**config.mk**
```make
export PLATFORM = sky130hd
export DESIGN_NAME = pe_seq_ctrl_flat
export DESIGN_NICKNAME = d
export VERILOG_FILES = /design/src/rtl/pe_seq_ctrl_pkg.sv /design/src/rtl/pe_seq_ctrl_if.sv /design/src/rtl/pe_seq_ctrl_dly_line.sv /design/src/rtl/pe_seq_ctrl.sv /design/src/flat_wrapper.sv
export SDC_FILE = /design/constraint.sdc
export NUM_CORES = 1
export LEC_CHECK = 0
export CAP_MARGIN = 40
export CORE_UTILIZATION = 34
export DETAILED_ROUTE_END_ITERATION = 10
export GPL_TIMING_DRIVEN = 0
export PLACE_DENSITY = 0.57
export SLEW_MARGIN = 10
export SYNTH_ARGS = -nofsm -noshare
export SYNTH_HDL_FRONTEND = slang
export SYNTH_HIERARCHICAL = 1
export SYNTH_SLANG_ARGS = --single-unit
export TNS_END_PERCENT = 50
```
**constraint.sdc**
```tcl
create_clock -name clk -period 2.2 [get_ports clk]
set_input_delay 0.66 -clock clk [delete_from_list [all_inputs] [get_ports clk]]
set_output_delay 0.66 -clock clk [all_outputs]
set_load 0.03 [all_outputs]
```
**src/rtl/pe_seq_ctrl_pkg.sv**
```systemverilog
// Shared types and default constants for the PE array sequencer (package pe_pkg).
package pe_pkg;

  typedef enum logic [1:0] {
    IDLE   = 2'd0,
    LOAD   = 2'd1,
    STREAM = 2'd2,
    FINISH = 2'd3
  } pe_state_t;

  localparam int DEF_TILE_LEN  = 28;
  localparam int DEF_PRELOAD   = 4;
  localparam int DEF_CFG_W     = 2;
  localparam int DEF_CH_STEP   = 8;
  localparam int DEF_NUM_TILES = 32;
  localparam int DEF_OUT_DLY   = 4;

  // Bits needed to hold any value 0..max_val (at least one bit).
  function automatic int width_of(input int max_val);
    return (max_val < 1) ? 1 : $clog2(max_val + 1);
  endfunction

endpackage

```
**src/rtl/pe_seq_ctrl_if.sv**
```systemverilog
// Control/strobe bundle between the layer controller and the PE sequencer.
// The stall signal exists only when PE_SEQ_STALL_EN is defined.
interface pe_seq_ctrl_if
  import pe_pkg::*;
#(
  parameter int CFG_W = DEF_CFG_W
);

  logic             start_conv;
  logic             start_again;
  logic [CFG_W-1:0] cfg_ci;
  logic [CFG_W-1:0] cfg_co;
`ifdef PE_SEQ_STALL_EN
  logic             stall;
`endif
  logic             ifm_read;
  logic             wgt_read;
  logic             p_valid_out;
  logic             last_ch_out;
  logic             tile_done;
  logic             end_conv;
  logic             busy;

  modport master (
`ifdef PE_SEQ_STALL_EN
    output stall,
`endif
    output start_conv, start_again, cfg_ci, cfg_co,
    input  ifm_read, wgt_read, p_valid_out, last_ch_out, tile_done, end_conv, busy
  );

  modport slave (
`ifdef PE_SEQ_STALL_EN
    input  stall,
`endif
    input  start_conv, start_again, cfg_ci, cfg_co,
    output ifm_read, wgt_read, p_valid_out, last_ch_out, tile_done, end_conv, busy
  );

endinterface

```
**src/rtl/pe_seq_ctrl_dly_line.sv**
```systemverilog
// Fixed-depth shift register that aligns p_valid/last_ch with the PE pipeline.
module pe_dly_line #(
  parameter int WIDTH = 2,
  parameter int DEPTH = 4
) (
  input  logic             clk,
  input  logic             rst,
  input  logic [WIDTH-1:0] din,
  output logic [WIDTH-1:0] dout
);

  logic [WIDTH-1:0] stage_q [DEPTH];

  // Shift every cycle; reset flushes all stages so no stale valid escapes.
  always_ff @(posedge clk) begin
    if (rst) begin
      for (int i = 0; i < DEPTH; i++) stage_q[i] <= '0;
    end else begin
      stage_q[0] <= din;
      for (int i = 1; i < DEPTH; i++) stage_q[i] <= stage_q[i-1];
    end
  end

  assign dout = stage_q[DEPTH-1];

endmodule

```
**src/rtl/pe_seq_ctrl.sv**
```systemverilog
// Parametrised PE array sequencer: walks channel passes, tiles and output groups.
// Optional PE_SEQ_STALL_EN adds a stall input that freezes the sequencer.
module pe_seq_ctrl
  import pe_pkg::*;
#(
  parameter int TILE_LEN  = DEF_TILE_LEN,
  parameter int PRELOAD   = DEF_PRELOAD,
  parameter int CFG_W     = DEF_CFG_W,
  parameter int CH_STEP   = DEF_CH_STEP,
  parameter int NUM_TILES = DEF_NUM_TILES,
  parameter int OUT_DLY   = DEF_OUT_DLY
) (
  input logic         clk,
  input logic         rst,
  pe_seq_ctrl_if.slave bus
);

  localparam int CI_W   = width_of((1 << CFG_W) * CH_STEP - 1);
  localparam int CO_W   = width_of(1 << CFG_W);
  localparam int TILE_W = width_of(NUM_TILES - 1);
  localparam int CYC_W  = width_of(((TILE_LEN > PRELOAD) ? TILE_LEN : PRELOAD) - 1);

  pe_state_t         state_q, state_d;
  logic [CYC_W-1:0]  cyc_q, cyc_d;
  logic [CI_W-1:0]   ch_q, ch_d;
  logic [CI_W-1:0]   ci_max_q, ci_max_d;
  logic [TILE_W-1:0] tile_q, tile_d;
  logic [CO_W-1:0]   co_q, co_d;
  logic [CFG_W-1:0]  co_max_q, co_max_d;
  logic [CI_W-1:0]   ci_cfg;
  logic [CO_W-1:0]   co_end;
  logic              layer_done;
  logic              stall_w;
  logic              ifm_d, wgt_d, pv_d, last_d, tile_done_d, end_d;
  logic              ifm_q, wgt_q, pv_q, last_q, tile_done_q, end_q;
  logic [1:0]        dly_out;

`ifdef PE_SEQ_STALL_EN
  assign stall_w = bus.stall;
`else
  assign stall_w = 1'b0;
`endif

  assign ci_cfg     = CI_W'((32'(bus.cfg_ci) + 32'd1) * 32'(CH_STEP) - 32'd1);
  assign co_end     = CO_W'(co_max_q) + CO_W'(1);
  assign layer_done = (tile_q == '0) && (co_q == co_end);

  // Next-state, counter updates and next values of the registered strobes.
  always_comb begin
    state_d     = state_q;
    cyc_d       = cyc_q;
    ch_d        = ch_q;
    ci_max_d    = ci_max_q;
    tile_d      = tile_q;
    co_d        = co_q;
    co_max_d    = co_max_q;
    tile_done_d = 1'b0;
    if (!stall_w) begin
      case (state_q)
        IDLE: begin
          if (bus.start_conv) begin
            ci_max_d = ci_cfg;
            co_max_d = bus.cfg_co;
            tile_d   = '0;
            co_d     = '0;
          end
          if (bus.start_again) begin
            cyc_d   = '0;
            state_d = (!bus.start_conv && layer_done) ? FINISH : LOAD;
          end
        end
        LOAD: begin
          if (cyc_q == CYC_W'(PRELOAD - 1)) begin
            cyc_d   = '0;
            state_d = STREAM;
          end else begin
            cyc_d = cyc_q + CYC_W'(1);
          end
        end
        STREAM: begin
          if (cyc_q == CYC_W'(TILE_LEN - 1)) begin
            cyc_d = '0;
            if (ch_q < ci_max_q) begin
              ch_d    = ch_q + CI_W'(1);
              state_d = LOAD;
            end else begin
              ch_d        = '0;
              tile_done_d = 1'b1;
              state_d     = IDLE;
              if (tile_q == TILE_W'(NUM_TILES - 1)) begin
                tile_d = '0;
                co_d   = co_q + CO_W'(1);
              end else begin
                tile_d = tile_q + TILE_W'(1);
              end
            end
          end else begin
            cyc_d = cyc_q + CYC_W'(1);
          end
        end
        FINISH: begin
          ch_d    = '0;
          tile_d  = '0;
          co_d    = '0;
          cyc_d   = '0;
          state_d = IDLE;
        end
        default: state_d = IDLE;
      endcase
    end
    ifm_d  = !stall_w && ((state_d == LOAD) || (state_d == STREAM));
    wgt_d  = !stall_w && (state_d == LOAD);
    pv_d   = !stall_w && (state_d == STREAM);
    last_d = !stall_w && (state_d == STREAM) && (ch_d == ci_max_d);
    end_d  = !stall_w && (state_d == FINISH);
  end

  // State, counters, latched config and strobes, all cleared by reset.
  always_ff @(posedge clk) begin
    if (rst) begin
      state_q     <= IDLE;
      cyc_q       <= '0;
      ch_q        <= '0;
      ci_max_q    <= CI_W'(CH_STEP - 1);
      tile_q      <= '0;
      co_q        <= '0;
      co_max_q    <= '0;
      ifm_q       <= 1'b0;
      wgt_q       <= 1'b0;
      pv_q        <= 1'b0;
      last_q      <= 1'b0;
      tile_done_q <= 1'b0;
      end_q       <= 1'b0;
    end else begin
      state_q     <= state_d;
      cyc_q       <= cyc_d;
      ch_q        <= ch_d;
      ci_max_q    <= ci_max_d;
      tile_q      <= tile_d;
      co_q        <= co_d;
      co_max_q    <= co_max_d;
      ifm_q       <= ifm_d;
      wgt_q       <= wgt_d;
      pv_q        <= pv_d;
      last_q      <= last_d;
      tile_done_q <= tile_done_d;
      end_q       <= end_d;
    end
  end

  pe_dly_line #(
    .WIDTH (2),
    .DEPTH (OUT_DLY)
  ) u_dly (
    .clk  (clk),
    .rst  (rst),
    .din  ({last_q, pv_q}),
    .dout (dly_out)
  );

  assign bus.ifm_read    = ifm_q;
  assign bus.wgt_read    = wgt_q;
  assign bus.p_valid_out = dly_out[0];
  assign bus.last_ch_out = dly_out[1];
  assign bus.tile_done   = tile_done_q;
  assign bus.end_conv    = end_q;
  assign bus.busy        = (state_q != IDLE);

endmodule

```
**src/flat_wrapper.sv**
```systemverilog
// flat-port wrapper written by rule: the top's interface ports become plain ports
module pe_seq_ctrl_flat import pe_pkg::*;
#(
  parameter int TILE_LEN  = DEF_TILE_LEN,
  parameter int PRELOAD   = DEF_PRELOAD,
  parameter int CFG_W     = DEF_CFG_W,
  parameter int CH_STEP   = DEF_CH_STEP,
  parameter int NUM_TILES = DEF_NUM_TILES,
  parameter int OUT_DLY   = DEF_OUT_DLY
)
  (clk, rst, bus_start_conv, bus_start_again, bus_cfg_ci, bus_cfg_co, bus_ifm_read, bus_wgt_read, bus_p_valid_out, bus_last_ch_out, bus_tile_done, bus_end_conv, bus_busy);
  pe_seq_ctrl_if #(.CFG_W(CFG_W)) bus_i ();
  input logic clk;
  input logic rst;
  input wire logic [$bits(bus_i.start_conv)-1:0] bus_start_conv;
  input wire logic [$bits(bus_i.start_again)-1:0] bus_start_again;
  input wire logic [$bits(bus_i.cfg_ci)-1:0] bus_cfg_ci;
  input wire logic [$bits(bus_i.cfg_co)-1:0] bus_cfg_co;
  output wire logic [$bits(bus_i.ifm_read)-1:0] bus_ifm_read;
  output wire logic [$bits(bus_i.wgt_read)-1:0] bus_wgt_read;
  output wire logic [$bits(bus_i.p_valid_out)-1:0] bus_p_valid_out;
  output wire logic [$bits(bus_i.last_ch_out)-1:0] bus_last_ch_out;
  output wire logic [$bits(bus_i.tile_done)-1:0] bus_tile_done;
  output wire logic [$bits(bus_i.end_conv)-1:0] bus_end_conv;
  output wire logic [$bits(bus_i.busy)-1:0] bus_busy;
  assign bus_i.start_conv = bus_start_conv;
  assign bus_i.start_again = bus_start_again;
  assign bus_i.cfg_ci = bus_cfg_ci;
  assign bus_i.cfg_co = bus_cfg_co;
  assign bus_ifm_read = bus_i.ifm_read;
  assign bus_wgt_read = bus_i.wgt_read;
  assign bus_p_valid_out = bus_i.p_valid_out;
  assign bus_last_ch_out = bus_i.last_ch_out;
  assign bus_tile_done = bus_i.tile_done;
  assign bus_end_conv = bus_i.end_conv;
  assign bus_busy = bus_i.busy;
  pe_seq_ctrl #(.TILE_LEN(TILE_LEN), .PRELOAD(PRELOAD), .CFG_W(CFG_W), .CH_STEP(CH_STEP), .NUM_TILES(NUM_TILES), .OUT_DLY(OUT_DLY)) u_core (.clk(clk), .rst(rst), .bus(bus_i));
endmodule
```
* Word-level counts from Yosys, hierarchy flattened
Memories as Yosys holds them, arrays and structs flattened.
Index checks and enable logic that the tools add are counted.
Widths: inputs -> output; s select.
** Cells by class
- Add/subtract/negate cells :: 7
- $lt $le $gt $ge :: 1
- Equality and inequality tests :: 16
- Muxes and demuxes :: 33
- Bitwise logic cells :: 6
- Reductions and logical operators :: 13
** Operators with widths (count)
- $mux 5 :: 11
- $pmux 5 s4 :: 1
- $mux 2 :: 8
- $add 5x1->5 const B :: 3
- $pmux 5 s3 :: 1
- $mux 3 :: 4
- $eq 5x5->1 const B :: 2
- $pmux 5 s2 :: 1
- $pmux 3 s3 :: 1
- $eq 2x2->1 const B :: 4
- $pmux 2 s4 :: 1
- $ne 2x2->1 const B :: 3
- $eq 5x2->1 const B :: 1
- $eq 5x5->1 :: 1
- $logic_not 5->1 :: 1
- $lt 5x5->1 :: 1
- $mux 1 :: 5
- $reduce_and 5->1 :: 1
- $sub 5x1->5 const B :: 1
- $eq 2x1->1 const B :: 2
- $ne 2x1->1 const B :: 2
- $or 1x1->1 :: 4
- $reduce_and 4->1 :: 1
- $add 2x1->3 const B :: 1
- 12 further kinds :: 15
** Storage, ports and cells
- Flip-flop bits (word level) :: 33
- Memory bits (writable) :: 8
- Input bits :: 8
- Memories :: 1
** Memory list
- u_core.u_dly.stage_q :: words 4, bits a word 2, read ports 4, clocked after memory_dff 0, wr ports 4, line pe_seq_ctrl_dly_line.sv:12 : logic [WIDTH-1:0] stage_q [DEPTH];

* Depth between registers and ports, before layout
Gate-level depths: netlist (run 1).
- Depth in word-level cells :: 9
- Gate-level depth with buffers :: 12
- Depth with buffers taken out :: 11

* Cells and area by module
Netlist (run 1), hierarchy kept.
** By module, submodules not included
- pe_seq_ctrl :: times used 1, cells an instance 235, area each 1948.1 um^2, seq. area each 660.6 um^2
- pe_dly_line :: times used 1, cells an instance 16, area each 210.2 um^2, seq. area each 160.2 um^2

* Least setup slack after synthesis (run 1)
No wires, ideal clock.
- Path kind :: register -> register
- From :: reg u_core.cyc_q[0]
- To :: reg u_core.last_q
- Setup time :: 128 ps
- Arrival time :: 1999 ps
- Path slack :: 73 ps
- Cell stages (with the launch flop) :: 12
- Buffers on the path :: 1
- Period minus slack after synthesis :: 2127 ps
- Cells stage by stage :: dfxtp_1 ha_1 and4b_2 clkbuf_2 nor2_1 o311ai_0 o311a_1 inv_1 ha_1 nor2b_1 nand3b_1 a221oi_2
** Between the ends
- Word-level cells in the longest chain between the ends :: 5
- Elaborated cells between the ends (all ways) :: 10
- Classes of those cells :: eq/ne (4); mux (5); reduce/logical (1)
** RTL lines
- start, declared :: line pe_seq_ctrl.sv:24 : logic [CYC_W-1:0] cyc_q, cyc_d;
- start signal, assigned :: line pe_seq_ctrl.sv:136 : cyc_q <= cyc_d;
- $eq 5x5->1 or $eq 5x2->1 (tied branches) :: line pe_seq_ctrl.sv:81, pe_seq_ctrl.sv:73
- $mux 2 (on tied branches) :: line pe_seq_ctrl.sv:81, pe_seq_ctrl.sv:73
- $pmux 2 s4 * :: line pe_seq_ctrl.sv:59 : case (state_q)
- named net u_core.state_d[1] :: line pe_seq_ctrl.sv:23 : pe_state_t state_q, state_d;
- $eq 2x2->1 *
- named net u_core.pv_d :: line pe_seq_ctrl.sv:34 : logic ifm_d, wgt_d, pv_d, last_d, tile_done_d, end_d;
- $logic_and 1x1->1 * :: line pe_seq_ctrl.sv:114 : last_d = !stall_w && (state_d == STREAM) && (ch_d == ci_max_d);
- end signal, assigned :: line pe_seq_ctrl.sv:145 : last_q <= last_d;
- end, declared :: line pe_seq_ctrl.sv:35 : logic ifm_q, wgt_q, pv_q, last_q, tile_done_q, end_q;
The timed path passes the listed nets; every way through them passes the cells marked *.
A chain may end at the register's enable or synchronous reset.

* Worst setup path after layout (run 1)
- From :: in bus_start_again
- To :: reg u_core.last_q
** Between the ends
- Word-level cells in the longest chain between the ends :: 4
** RTL lines
- start, declared :: line flat_wrapper.sv:16 : input wire logic [$bits(bus_i.start_again)-1:0] bus_start_again;
- $mux 2 :: line pe_seq_ctrl.sv:67 : if (bus.start_again) begin
- $pmux 2 s4 :: line pe_seq_ctrl.sv:59
- named net u_core.state_d[1] :: line pe_seq_ctrl.sv:23
- $eq 2x2->1
- named net u_core.pv_d :: line pe_seq_ctrl.sv:34
- $logic_and 1x1->1 :: line pe_seq_ctrl.sv:114
The timed path passes the listed nets, and every way through them passes these cells.

==> out/metrics.cfg, run 1 <==
[route]
ant_nets=0
vias_per_cell=5.29
vias=1874
route.detailed.drc=0
routed_wl_um=5060
post_drt_wl_per_cell_um=14.3
dr.pass1.iters=4
drt_iter0_markers=139

[floorplanning]
die_y_um=81.7
fp.dieArea_um2=6670
io_pins=15
start_util_pct=35.8
die_x_um=81.7
rows=28
core_area_um2=6030

[flow_run]
drv_cap=0

[clock_network]
cts_tree=yes
cts_sinks=41
cts_made_buffers=5
cts_max_level=2
clkTransAtPathRegs_ns=0.09
worstSkewPairLatency_ns=0.30
root_buffer=clkbuf_8
cts_buffer_depth=2

[synth]
synth_cell_type_count=46
synth_top_family_by_area=simple AND/OR/NAND/NOR gates
synth_top_cell_area_share_pct=38.0
synth_cells=251
syn_area_um2=2160
synth.area.mux_share_pct=1.39
synth_area_leader_cell=dfxtp_1
synth-edff-count=0
synthTopCellsByArea=dfxtp_1 (38%), ha_1 (11%), nor2b_1 (5.2%)
yosysMostFrequentCell=dfxtp_1
synthAdderAreaFrac_pct=11.0
synth-xor-area-share_pct=2.84
ys_async_sr_fraction_pct=0
ys_warn_count=6
syn_area_per_cell_um2=8.60
synth_seq_cells=41
ys_seq_area_share_pct=38.0
synth_nets=278
ys_top_cells_by_count=dfxtp_1 (41), nor2_1 (24), ha_1 (19)
synth_ff_type=dfxtp_1
synth_compound_area_share_pct=17.2
synthSimpleGateAreaFrac_pct=26.0

[min_path]
hold_start=u_core/u_dly/stage_q[0][0]$_SDFF_PP0_
holdPathStages=1
min_to=u_core/u_dly/stage_q[1][0]$_SDFF_PP0_
min_path_type=register to register

[setup_path]
crit_chain=clkdlybuf4s50_1 -> nand2_1 -> nor3_2 -> nand4_1 -> o311a_1 -> inv_1 -> ha_2 -> nor2b_4 -> nand3b_1 -> a221oi_2
r2r_slack_ns=-0.02
critPathArrivalTime_ns=2.47
crit-reg2reg-launch=u_core/tile_q[0]$_SDFFE_PP0P_
worstSetupPathType=primary input to register
reg2regPathDepth=11
critPathLaunchType=primary input
crit_fanout=3
crit_start=bus_start_again
cp_slowest_stage_delay_ns=0.52
crit_slowest_cell=clkdlybuf4s50_1
cp.required_ns=2.42
endpoint_kind=register
r2r-end=u_core/last_q$_SDFF_PP0_

[timing]
rsz0062_at_grt=yes
slew_violations=0
period_share_pct=102
relSlewSlack_pct=54.1
final.setup.worst_slack_ns=-0.0534
fmax_mhz=444
fin_setup_tns_ns=-0.0534
skew_ns=0.00516
tightest_slew_ns=0.689
period_minus_slack_ns=2.25
hold_viol=0
hold_slack_ns=0.436
setup_viol_count_final=1

[grt]
grt_use_total_pct=16.6
overflow=0
antenna_found_initial=0
grt_pass1_wl_um=8340
grt_max_degree=16
grt_pass1_vias=1667

[finish]
layout-drive-gt1-share_pct=21.1
num_antenna_cells=0
syn_to_final_growth_pct=25.4
utilization_pct=44.9
final_cells=354
nets=305

[placement]
io_buffers=14
dp_hpwl_um=3390
dp_cells=340
routabilityCongestion=0.818

[power]
p_leak_nw=1.07
irDropWorstVdd_mv=0.234
cellPowerDensity_nw_per_um2=560

[outcome]
status=finished, violations left
violations=setup timing

sequential cells by signal, summed over array words and instances, names as in the netlist:
signal / count
u_core/bus.end_conv: 1
u_core/tile_q: 5
u_core/bus.ifm_read: 1
u_core/co_q: 3
u_core/ci_max_q: 5
u_core/u_dly/stage_q: 8
u_core/co_max_q: 2
u_core/pv_q: 1
u_core/bus.wgt_read: 1
u_core/cyc_q: 5
u_core/last_q: 1
u_core/ch_q: 5
u_core/bus.tile_done: 1
u_core/state_q: 2
timing repair:
item	CTS	global route
buffers inserted	4	3
cloned	0	0
setup endpoints to repair	26	18
pin swaps	4	4
hold buffers	0	0
gates resized for setup	37	20
layer usage:
layer / vias to the layer above / part of all wire (%) / global-route usage (%)
met1: 886 / 51 / 23.5
met3: 2 / 2.8 / 3.44
met2: 28 / 45 / 24.9
li1: 958 / - / -
met4: 0 / 0.81 / 5.79
met5: - / 0 / 0
layout make-up:
class	instances	area [um2]
clock buffers	5	68.8
plain buffers	5	30.0
well taps	75	93.8
inverters	14	53.8
clock inverters	3	25.0
repair buffers	21	186
fillers	621	3320
flip-flops and latches	41	831
multi-input cells	190	1420
power breakdown:
group	total, W	switching, W	internal [W]
Combinational	0.000221	0.000136	0.0000841
Clock	0.000528	0.000296	0.000231
Sequential	0.000767	0.0000102	0.000757
worst max path at each step:
stage,endpoint,slack [ns],cells past startpoint
after floorplan,u_core/last_q$_SDFF_PP0_,0.07,11
after global placement,u_core/last_q$_SDFF_PP0_,-0.55,6
after detailed placement,u_core/last_q$_SDFF_PP0_,-0.56,6
after CTS,u_core/last_q$_SDFF_PP0_,-0.02,11
after global routing,u_core/last_q$_SDFF_PP0_,-0.14,11
final,u_core/last_q$_SDFF_PP0_,-0.05,10
worst max-delay path: cells and delay by family:
kind	cells	cell delay [ns]
AND/OR/NAND/NOR	5	0.67
AO/OA/AOI/OAI	2	0.34
buffers and inverters	2	0.62
adder cells (fa/ha/maj)	1	0.19
cells in the final DEF, fill, tap and decap left out, types with 4 or more instances in the layout:
cell,netlist,layout
o21ai_0,18,16
nand4_1,7,7
ha_1,19,14
xnor2_1,5,4
a21oi_1,17,15
clkbuf_8,0,5
nor3_1,10,9
nand3_1,9,9
clkdlybuf4s50_1,0,12
nor2b_1,18,17
dfxtp_1,41,33
nand2_1,15,13
or3_1,4,4
buf_4,0,9
dfxtp_2,0,8
nor2_1,24,24
inv_1,13,13
through the flow:
| stage | area (um2) | power (W) | setup WS, ns |
|---|---|---|---|
| 6_report | 2710 | 0.00152 | -0.0534 |
| 5_1_grt | 2710 | 0.00160 | -0.139 |
| 4_1_cts | 2630 | 0.00153 | -0.0194 |
| 3_5_place_dp | 2390 | 0.000976 | -0.556 |
| 3_3_place_gp | 2390 | 0.000975 | -0.549 |
| 2_1_floorplan | 2160 | 0.000908 | 0.0732 |
cell families (layout without fill, tap and decap cells):
logic type	after synthesis	count (layout)
buf+inv	20	48
xor+xnor	7	7
fa+ha+maj	19	19
flops	41	41
mux	3	3
simple gates	102	102
compound gates	59	59
(Power assumes the default switching activity.)
==> inputs of run 2 (changes only) <==
--- a/config.mk
+++ b/config.mk
@@ -6,10 +6,10 @@
 export NUM_CORES = 1
 export LEC_CHECK = 0
 export CAP_MARGIN = 40
-export CORE_UTILIZATION = 34
+export CORE_UTILIZATION = 52
 export DETAILED_ROUTE_END_ITERATION = 10
-export GPL_TIMING_DRIVEN = 0
-export PLACE_DENSITY = 0.57
+export PLACE_DENSITY = 0.79
+export SETUP_SLACK_MARGIN = 0.02
 export SLEW_MARGIN = 10
 export SYNTH_ARGS = -nofsm -noshare
 export SYNTH_HDL_FRONTEND = slang
==> run 2 against run 1 <==
The run now ends clean. Sequential power hardly changed. Die area decreased by 34%. Maximum frequency grew 3.5%. Cell area rose by 3.2%. First-iteration DRC count is 17% higher. Global-route usage rose by 8.0 points. Clock-buffer cell count up 1. Clock power shrank 2%. Register-to-register slack improved by 0.09 ns. Via count up 5.8%. Hold slack gained 0.0041 ns. Critical endpoint unchanged. Largest cell class unchanged.
==> out/metrics.cfg, run 2 (same netlist as run 1, synthesis figures left out) <==
[finish]
nets=324
seq_area_um2=826
final_common_cell=dfxtp_1
num_antenna_cells=0
fillCellCount=327
layout-drive-gt1-share_pct=23.8
utilization_pct=69.8
largest_register=u_core/u_dly/stage_q
layout_common_cells=dfxtp_1 (37), buf_4 (29), nor2_1 (24)
largest_reg_flops=8
multi_input_area_um2=1360
syn_to_final_growth_pct=29.4

[grt]
grt_pass1_wl_um=8180
grt_pass1_vias=1789
overflow=0
grt_use_total_pct=24.6
grt_max_degree=41
antenna_found_initial=0

[setup_path]
crit_chain=clkdlybuf4s50_1 -> nand2_1 -> mux2i_1 -> xor2_1 -> or4_1 -> a221oi_2
r2r-end=u_core/co_q[2]$_SDFFE_PP0P_
critPathArrivalTime_ns=2.39
crit-reg2reg-launch=u_core/state_q[0]$_SDFF_PP0_
crit_family=simple AND/OR/NAND/NOR gates
path_buf_inv=1
critPathLaunchType=primary input
crit_fanout=3
cp-endpoint=u_core/last_q$_SDFF_PP0_
reg2regPathDepth=8
worstSetupPathType=primary input to register
crit_start=bus_start_conv
endpoint_kind=register
crit_slowest_cell=clkdlybuf4s50_1
cp.required_ns=2.42
cp_slowest_stage_delay_ns=0.47
cp.depth=6
r2r_slack_ns=0.07

[timing]
hold_viol=0
fmax_mhz=459
slew_violations=0
tightest_slew_ns=0.450
rsz0062_at_grt=yes
skew_ns=0.00895
period_share_pct=98.9
setup_viol_count_final=0
fin_setup_tns_ns=0
period_minus_slack_ns=2.18
relSlewSlack_pct=69.9

[clock_network]
root_buffer=clkbuf_8
cts_buffer_depth=2
cts_sinks=41
cts_made_buffers=5
cts-hold-fix-buffers=0
clkTransAtPathRegs_ns=0.08
cts_max_level=2
worstSkewPairLatency_ns=0.30
cts_tree=yes

[route]
vias=1983
drt_iter0_markers=162
dr.pass1.iters=4
route.detailed.drc=0
ant_nets=0
routed_wl_um=5120
vias_per_cell=5.70
post_drt_wl_per_cell_um=14.7

[power]
irDropWorstVdd_mv=0.374
cellPowerDensity_nw_per_um2=549
p_leak_nw=1.16

[flow_run]
drv_cap=0

[placement]
routabilityCongestion=0.880
io_buffers=14
dp_hpwl_um=3470

[min_path]
min_path_type=register to register

[floorplanning]
die_y_um=66.4
fp.dieArea_um2=4410
core_area_um2=4000
rows=23
start_util_pct=54.0
io_pins=15
die_x_um=66.4

[outcome]
status=complete, no violations

## run 2: cell count changes in the layout (fill, tap and decap cells not counted), sizes merged
cell | previous run | this run
buf | 11 | 32
inv | 15 | 13
clkbuf | 7 | 6
clkdlybuf4s50 | 12 | 13
clkinv | 1 | 2
dlygate4sd2 | 1 | 0
## run 2: cell type report
| cell class | instances | area share (%) |
|---|---|---|
| clock buffers | 6 | 2.96 |
| clock inverters | 2 | 0.493 |
| inverters | 14 | 2.02 |
| multi-input cells | 190 | 48.7 |
| flip-flops and latches | 41 | 29.6 |
| well taps | 50 | 2.24 |
| repair buffers | 45 | 14.1 |
## run 2: how the worst min path moves through the flow
stage	from	to	slack, ns	depth (start not counted)
after floorplan	u_core/pv_q$_SDFF_PP0_	u_core/u_dly/stage_q[0][0]$_SDFF_PP0_	0.41	1
after global placement	u_core/u_dly/stage_q[0][1]$_SDFF_PP0_	u_core/u_dly/stage_q[1][1]$_SDFF_PP0_	0.42	1
after detailed placement	u_core/u_dly/stage_q[2][1]$_SDFF_PP0_	u_core/u_dly/stage_q[3][1]$_SDFF_PP0_	0.43	1
after CTS	u_core/u_dly/stage_q[2][1]$_SDFF_PP0_	u_core/u_dly/stage_q[3][1]$_SDFF_PP0_	0.44	1
after global routing	u_core/last_q$_SDFF_PP0_	u_core/u_dly/stage_q[0][1]$_SDFF_PP0_	0.46	1
final	u_core/u_dly/stage_q[2][1]$_SDFF_PP0_	u_core/u_dly/stage_q[3][1]$_SDFF_PP0_	0.44	1
## run 2: layer usage
layer | part of all wire, % | vias up | GRT usage, %
li1 | - | 993 | -
met1 | 47 | 921 | 32.7
met5 | 0 | - | 0
met4 | 1.4 | 0 | 9.04
met3 | 4.6 | 9 | 5.52
met2 | 47 | 60 | 38.6
## run 2: power breakdown
group	total (W)	internal [W]	switching, W
combinational	0.000248	0.000108	0.000140
sequential	0.000767	0.000757	0.00000976
clock	0.000520	0.000254	0.000265
## run 2: metrics by stage
| stage | setup slack (ns) | area (um2) | hold slack, ns | power [W] | instances |
|---|---|---|---|---|---|
| finish | 0.0233 | 2790 | 0.440 | 0.00153 | 348 |
| detailed placement | -0.244 | 2560 | 0.426 | 0.00102 | 336 |
| global placement | -0.184 | 2560 | 0.417 | 0.00101 | 336 |
| floorplan | 0.0732 | 2160 | 0.414 | 0.000908 | 251 |
| CTS | 0.0201 | 2690 | 0.445 | 0.00154 | 345 |
| global route | -0.0191 | 2790 | 0.463 | 0.00161 | 348 |
## run 2: repair_timing
action | CTS | global route
endpoints found under the setup margin | 4 | 5
buffers inserted | 1 | 2
gates cloned | 0 | 1
gates resized for setup | 10 | 21
pin swaps | 0 | 3
endpoints found under the hold margin | 0 | 0
==> RTL edit 1, RTL diff (config.mk and constraints of run 2) <==
Set the package constant `DEF_TILE_LEN` to 56 (it was 28).
--- a/src/rtl/pe_seq_ctrl_pkg.sv
+++ b/src/rtl/pe_seq_ctrl_pkg.sv
@@ -9,5 +9,5 @@
   } pe_state_t;
 
-  localparam int DEF_TILE_LEN  = 28;
+  localparam int DEF_TILE_LEN  = 56;
   localparam int DEF_PRELOAD   = 4;
   localparam int DEF_CFG_W     = 2;
Function: no difference found for any inputs over 10 cycles, from zero or initial values and one cycle with rst high; that may be too few to reach the edited logic, so the function may still have changed.
==> RTL edit 1 against run 2 <==
  * Non-clock buffer count is 7 higher
  * Power is 1.5% lower
  * Synthesized area is 4.1% higher
  * Setup slack better by 0.024 ns
  * Largest cell class unchanged
  * Cell area is 5.6% higher
  * Sequential power is 1% higher
  * Sequential cell count is 1 higher
  * Wire length is 0.86% lower
==> RTL edit 1: results (changes against run 2) <==
grt_pass1_wl_um: 7728  # -5.5%
via_per_inst: 5.482  # -3.8%
path_max_fanout: 3  # unchanged
min_path_cells: 1  # unchanged
track_usage: 0.2287  # -0.01752
hpwlAfterDp_um: 3717  # +7.0%
grt_max_degree: 16  # -61%
synth_compound_area_frac: 0.1320  # -0.03956
yosys.area_share.xor_xnor: 0.04624  # +0.01783
htree_levels: 2  # unchanged
reg_top3: "u_core/u_dly/stage_q: 8 flops, u_core/cyc_q: 6 flops"
hp-class: "register to register"
nFillCells: 306  # -6.4%
ys_top_cells_by_area: "dfxtp_1 (37%), ha_1 (11%), nor2_1 (4.7%), nor2b_1 (4.5%), nand2_1 (4.2%)"
grt_pass1_vias: 1793  # +0.22%
skew_ns: 0.004745  # -0.004206 ns
io_buffers: 14  # unchanged
nNetsFinal: 341  # +5.2%
diodes: 0  # unchanged
cts_root_buffer: "clkbuf_8"
yosysWarningCount: 6  # unchanged
syn-num-nets: 289  # +4.0%
drtPass1Iterations: 4  # unchanged
drive_gt1_frac: 0.2762  # +0.03794
synth_fa_ha_area_frac: 0.1058  # -0.004295
clk_pin_slew_ns: 0.09
ctsLongestPathBuffers: 2  # unchanged
reg2regPathDepth: 9  # +1
synth_cell_types: 52  # +13%
status: "finished clean"
placed_cell_area_um2: 2711  # +5.9%
drtIter0Drc: 128  # -21%
wire_per_inst_um: 13.91  # -5.5%
crit_arrival_ns: 2.37  # -0.02 ns
synthArstFlopShare: 0  # unchanged
ir_drop_v: 0.0004951  # +32%
p_int_w: 0.001092  # -2.4%
antenna_found_initial: 0  # unchanged
cts_buffers: 5  # unchanged
clock_latency_ns: 0.30  # about the same
synth_common_cells: "dfxtp_1 (42), nor2_1 (28), nand2_1 (25), ha_1 (19), a21oi_1 (17)"
max_slew_margin: 0.6626  # -0.03631
synth.largest_area_cell: "dfxtp_1"
seq_area_frac_synth: 0.3744  # -0.005917
p_leak_nw: 1.233  # +6.0%
synthMuxAreaShare: 0.008914  # -0.004999
place.gp.congestion: 0.8625  # -2.0%
==> RTL edit 1: cell count changes after synthesis, moves of 5 or more <==
cell and delta:
nand4_1 -6, nor3_1 -5, nand2_1 +10, o21ai_0 -6
==> RTL edit 1: per-stage QoR <==
step	utilization	worst slack [ns]	cells	hold WS [ns]	power [W]
finish	0.7220	0.04753	365	0.4437	0.001511
global route	0.7220	-0.03649	365	0.4605	0.001568
CTS	0.6862	-0.1241	362	0.4483	0.001508
detailed placement	0.6635	-0.3775	354	0.4270	0.0009834
global placement	0.6635	-0.2415	354	0.4213	0.0009834
floorplan	-	0.05867	262	0.4138	0.0008998
==> RTL edit 1: routing by layer <==
| layer | part of all wire | routed length (µm) | GRT usage | up-vias |
|---|---|---|---|---|
| met1 | 0.46 | 2335 | 0.2699 | 943 |
| li1 | - | - | - | 1009 |
| met4 | 0.015 | 78 | 0.08511 | 0 |
| met2 | 0.49 | 2469 | 0.4022 | 43 |
| met3 | 0.038 | 193 | 0.04561 | 6 |
| met5 | 0 | 0 | 0 | - |
==> RTL edit 1: final cells by class <==
class / instances / area [µm²] / area share
timing repair buffer: 52 / 430.4 / 0.1459
clock inverter: 3 / 25.02 / 0.008482
multi-input combinational: 197 / 1453 / 0.4924
clock buffer: 5 / 68.82 / 0.02332
tap: 50 / 62.56 / 0.02120
sequential: 42 / 850.8 / 0.2884
inverter: 16 / 60.06 / 0.02036
==> RTL edit 1: critical path, stage by stage, from the launching register on <==
cell,delay (ns)
dfxtp_2,0.34
inv_2,0.09
ha_4,0.21
a21oi_4,0.15
o2111ai_2,0.17
and3_4,0.22
or3_4,0.39
xor2_2,0.13
a22oi_1,0.11
nor4_2,0.26
==> RTL edit 1: final timing paths <==
| path | from | to | slack, ns |
|---|---|---|---|
| max | u_core/ci_max_q[4] | u_core/last_q | 0.05 |
| min | u_core/u_dly/stage_q[2][0] | u_core/u_dly/stage_q[3][0] | 0.44 |
| max reg2reg | u_core/ci_max_q[4] | u_core/last_q | 0.05 |
| min reg2reg | u_core/u_dly/stage_q[2][0] | u_core/u_dly/stage_q[3][0] | 0.44 |
==> RTL edit 1: power by group through the flow <==
stage | Sequential, W | Combinational (W) | Clock, W
floorplan | 0.000803 | 0.0000966 | 0
global placement | 0.000795 | 0.000188 | 0
detailed placement | 0.000795 | 0.000188 | 0
CTS | 0.000777 | 0.000190 | 0.000540
global route | 0.000779 | 0.000226 | 0.000563
finish | 0.000777 | 0.000207 | 0.000526
==> RTL edit 1: repair_timing <==
action	4_1_cts	5_1_grt
setup buffers	0	3
pin swaps	0	16
gates resized for setup	1	31
endpoints found under the setup margin	3	9
==> RTL edit 2, RTL diff (settings of run 2) <==
Without the edit above. Re-encode `pe_state_t` (4 states) as one-hot, 4 bits wide.
--- a/src/rtl/pe_seq_ctrl_pkg.sv
+++ b/src/rtl/pe_seq_ctrl_pkg.sv
@@ -2,9 +2,9 @@
 package pe_pkg;
 
-  typedef enum logic [1:0] {
-    IDLE   = 2'd0,
-    LOAD   = 2'd1,
-    STREAM = 2'd2,
-    FINISH = 2'd3
+  typedef enum logic [3:0] {
+    IDLE   = 4'b0001,
+    LOAD   = 4'b0010,
+    STREAM = 4'b0100,
+    FINISH = 4'b1000
   } pe_state_t;
 
Function: same outputs for any inputs over 10 cycles, from zero or initial values and one cycle with rst high; not proved beyond that.
==> RTL edit 2 against run 2 <==
  * Cell area down 5.2%
  * Sequential cell count up 2
  * Synthesized area down 3.0%
  * Clock skew down 0.0052 ns
  * Power down 2.1%
  * Setup slack worse by 0.0076 ns
  * Core utilization up 0.39 points
  * Wire length down 15%
  * Critical path type is now register to register
  * Highest routed layer unchanged
==> RTL edit 2: results (changes against run 2) <==
status: "finished clean"
io_buffers: 14  # unchanged
ctsLongestPathBuffers: 2  # unchanged
largest_register_ffs: 8  # unchanged
crit_arrival_ns: 2.39  # about the same
drtPass1Iterations: 4  # unchanged
path_max_fanout: 5  # +2
ir_drop_v: 0.0003326  # -11%
crit_slowest_cell: "o41a_1"
placed_cell_area_um2: 2439  # -4.8%
grt_pass1_wl_um: 7403  # -9.5%
top_register: "u_core/u_dly/stage_q"
p_leak_nw: 1.073  # -7.7%
drive_gt1_frac: 0.2403  # +0.002028
synthArstFlopShare: 0  # unchanged
crit_family: "compound AO/OA/AOI/OAI gates"
syn-num-nets: 258  # -7.2%
setup_viol: 0  # unchanged
max_stage_delay_ns: 0.44  # -0.03 ns
grt_max_degree: 28  # -32%
track_usage: 0.2250  # -0.02116
place_ws_ns: -0.1834  # +0.06034 ns
hp-class: "register to register"
final_max_slew_viol_count: 0  # unchanged
skew_ns: 0.003757  # -0.005193 ns
setup_slack_ns: 0.01576  # -0.007574 ns
clock_latency_ns: 0.29
totalWireLength_um: 4354  # -15%
htree_levels: 2  # unchanged
place.gp.congestion: 0.8421  # -4.3%
clk_pin_slew_ns: 0.08  # about the same
via_per_inst: 5.387  # -5.5%
synth_common_cells: "dfxtp_1 (43), nor2_1 (31), a21oi_1 (15), nand2_1 (13), nor2b_1 (13)"
worst_slew_pin_slew_ns: 0.3538  # -0.09621 ns
diodes: 0  # unchanged
hpwlAfterDp_um: 3004  # -14%
cts_buffers: 5  # unchanged
whs_ns: 0.4424  # +0.002508 ns
yosys_most_used_dff: "dfxtp_1"
ys_top_cells_by_area: "dfxtp_1 (41%), ha_1 (6.6%), nor2_1 (5.6%), nor2b_1 (3.9%), a21oi_1 (3.6%)"
yosysWarningCount: 6  # unchanged
cts_root_buffer: "clkbuf_8"
nFillCells: 307  # -6.1%
synth_cell_types: 49  # +6.5%
synth_cells: 239  # -4.8%
antenna_found_initial: 0  # unchanged
seq_area_frac_synth: 0.4112  # +0.03095
grt_pass1_vias: 1678  # -6.2%
nNetsFinal: 301  # -7.1%
drtIter0Drc: 73  # -55%
RTL edit 2: cell families (layout without fill, tap and decap cells):
family                     count (synthesis)  in the layout  synth area share
muxes                                      6              6           0.02869
buffers and inverters                     21             65           0.04722
xor gates and xnor gates                  11             11           0.04602
AOI/OAI and AO/OA                         43             43            0.1279
DFF                                       43             43            0.4112
adders and majority gates                 11             11           0.06575
and+or+nand+nor                          104            104            0.2732
RTL edit 2: per-stage QoR:
stage	cells	TNS, ns
2_1_floorplan	239	0
3_3_place_gp	318	-0.6060
3_5_place_dp	318	-1.100
4_1_cts	329	0
5_1_grt	331	-0.08502
6_report	331	0
RTL edit 2: what timing repair did:
item | in CTS | in global routing
endpoints found under the setup margin | 7 | 7
resized for setup | 13 | 12
setup buffers | 3 | 2
hold buffers | 0 | 0
cloned | 0 | 0
pin swaps | 7 | 4
RTL edit 2: power breakdown:
group | internal [W] | total (W) | leakage [nW] | switching [W]
logic | 0.0000980 | 0.000202 | 0.683 | 0.000104
clock network | 0.000222 | 0.000491 | 0.0412 | 0.000269
registers | 0.000794 | 0.000810 | 0.349 | 0.0000151
total | 0.00111 | 0.00150 | 1.07 | 0.000388
RTL edit 2: area by class of cell:
type / count / area, µm² / area share
Sequential cell: 43 / 867.1 / 0.3274
Tap cell: 48 / 60.06 / 0.02267
Clock buffer: 6 / 72.57 / 0.02740
Inverter: 11 / 41.29 / 0.01559
Timing Repair Buffer: 46 / 382.9 / 0.1445
Clock inverter: 2 / 12.51 / 0.004724
Multi-Input combinational cell: 175 / 1212 / 0.4577
RTL edit 2: worst paths after layout:
kind,startpoint,end,depth (start not counted)
worst max-delay path,u_core/ci_max_q[2],u_core/last_q,10
worst min register to register,u_core/u_dly/stage_q[0][0],u_core/u_dly/stage_q[1][0],1
worst min-delay path,u_core/u_dly/stage_q[0][0],u_core/u_dly/stage_q[1][0],1
worst max register to register,u_core/ci_max_q[2],u_core/last_q,10
RTL edit 2: per-layer routing:
metal	wire length [µm]	global-route usage	vias up
met5	0	0	-
met4	55	0.07880	0
met3	137	0.05382	6
met2	2144	0.3737	25
met1	2016	0.2822	836
li1	-	-	916
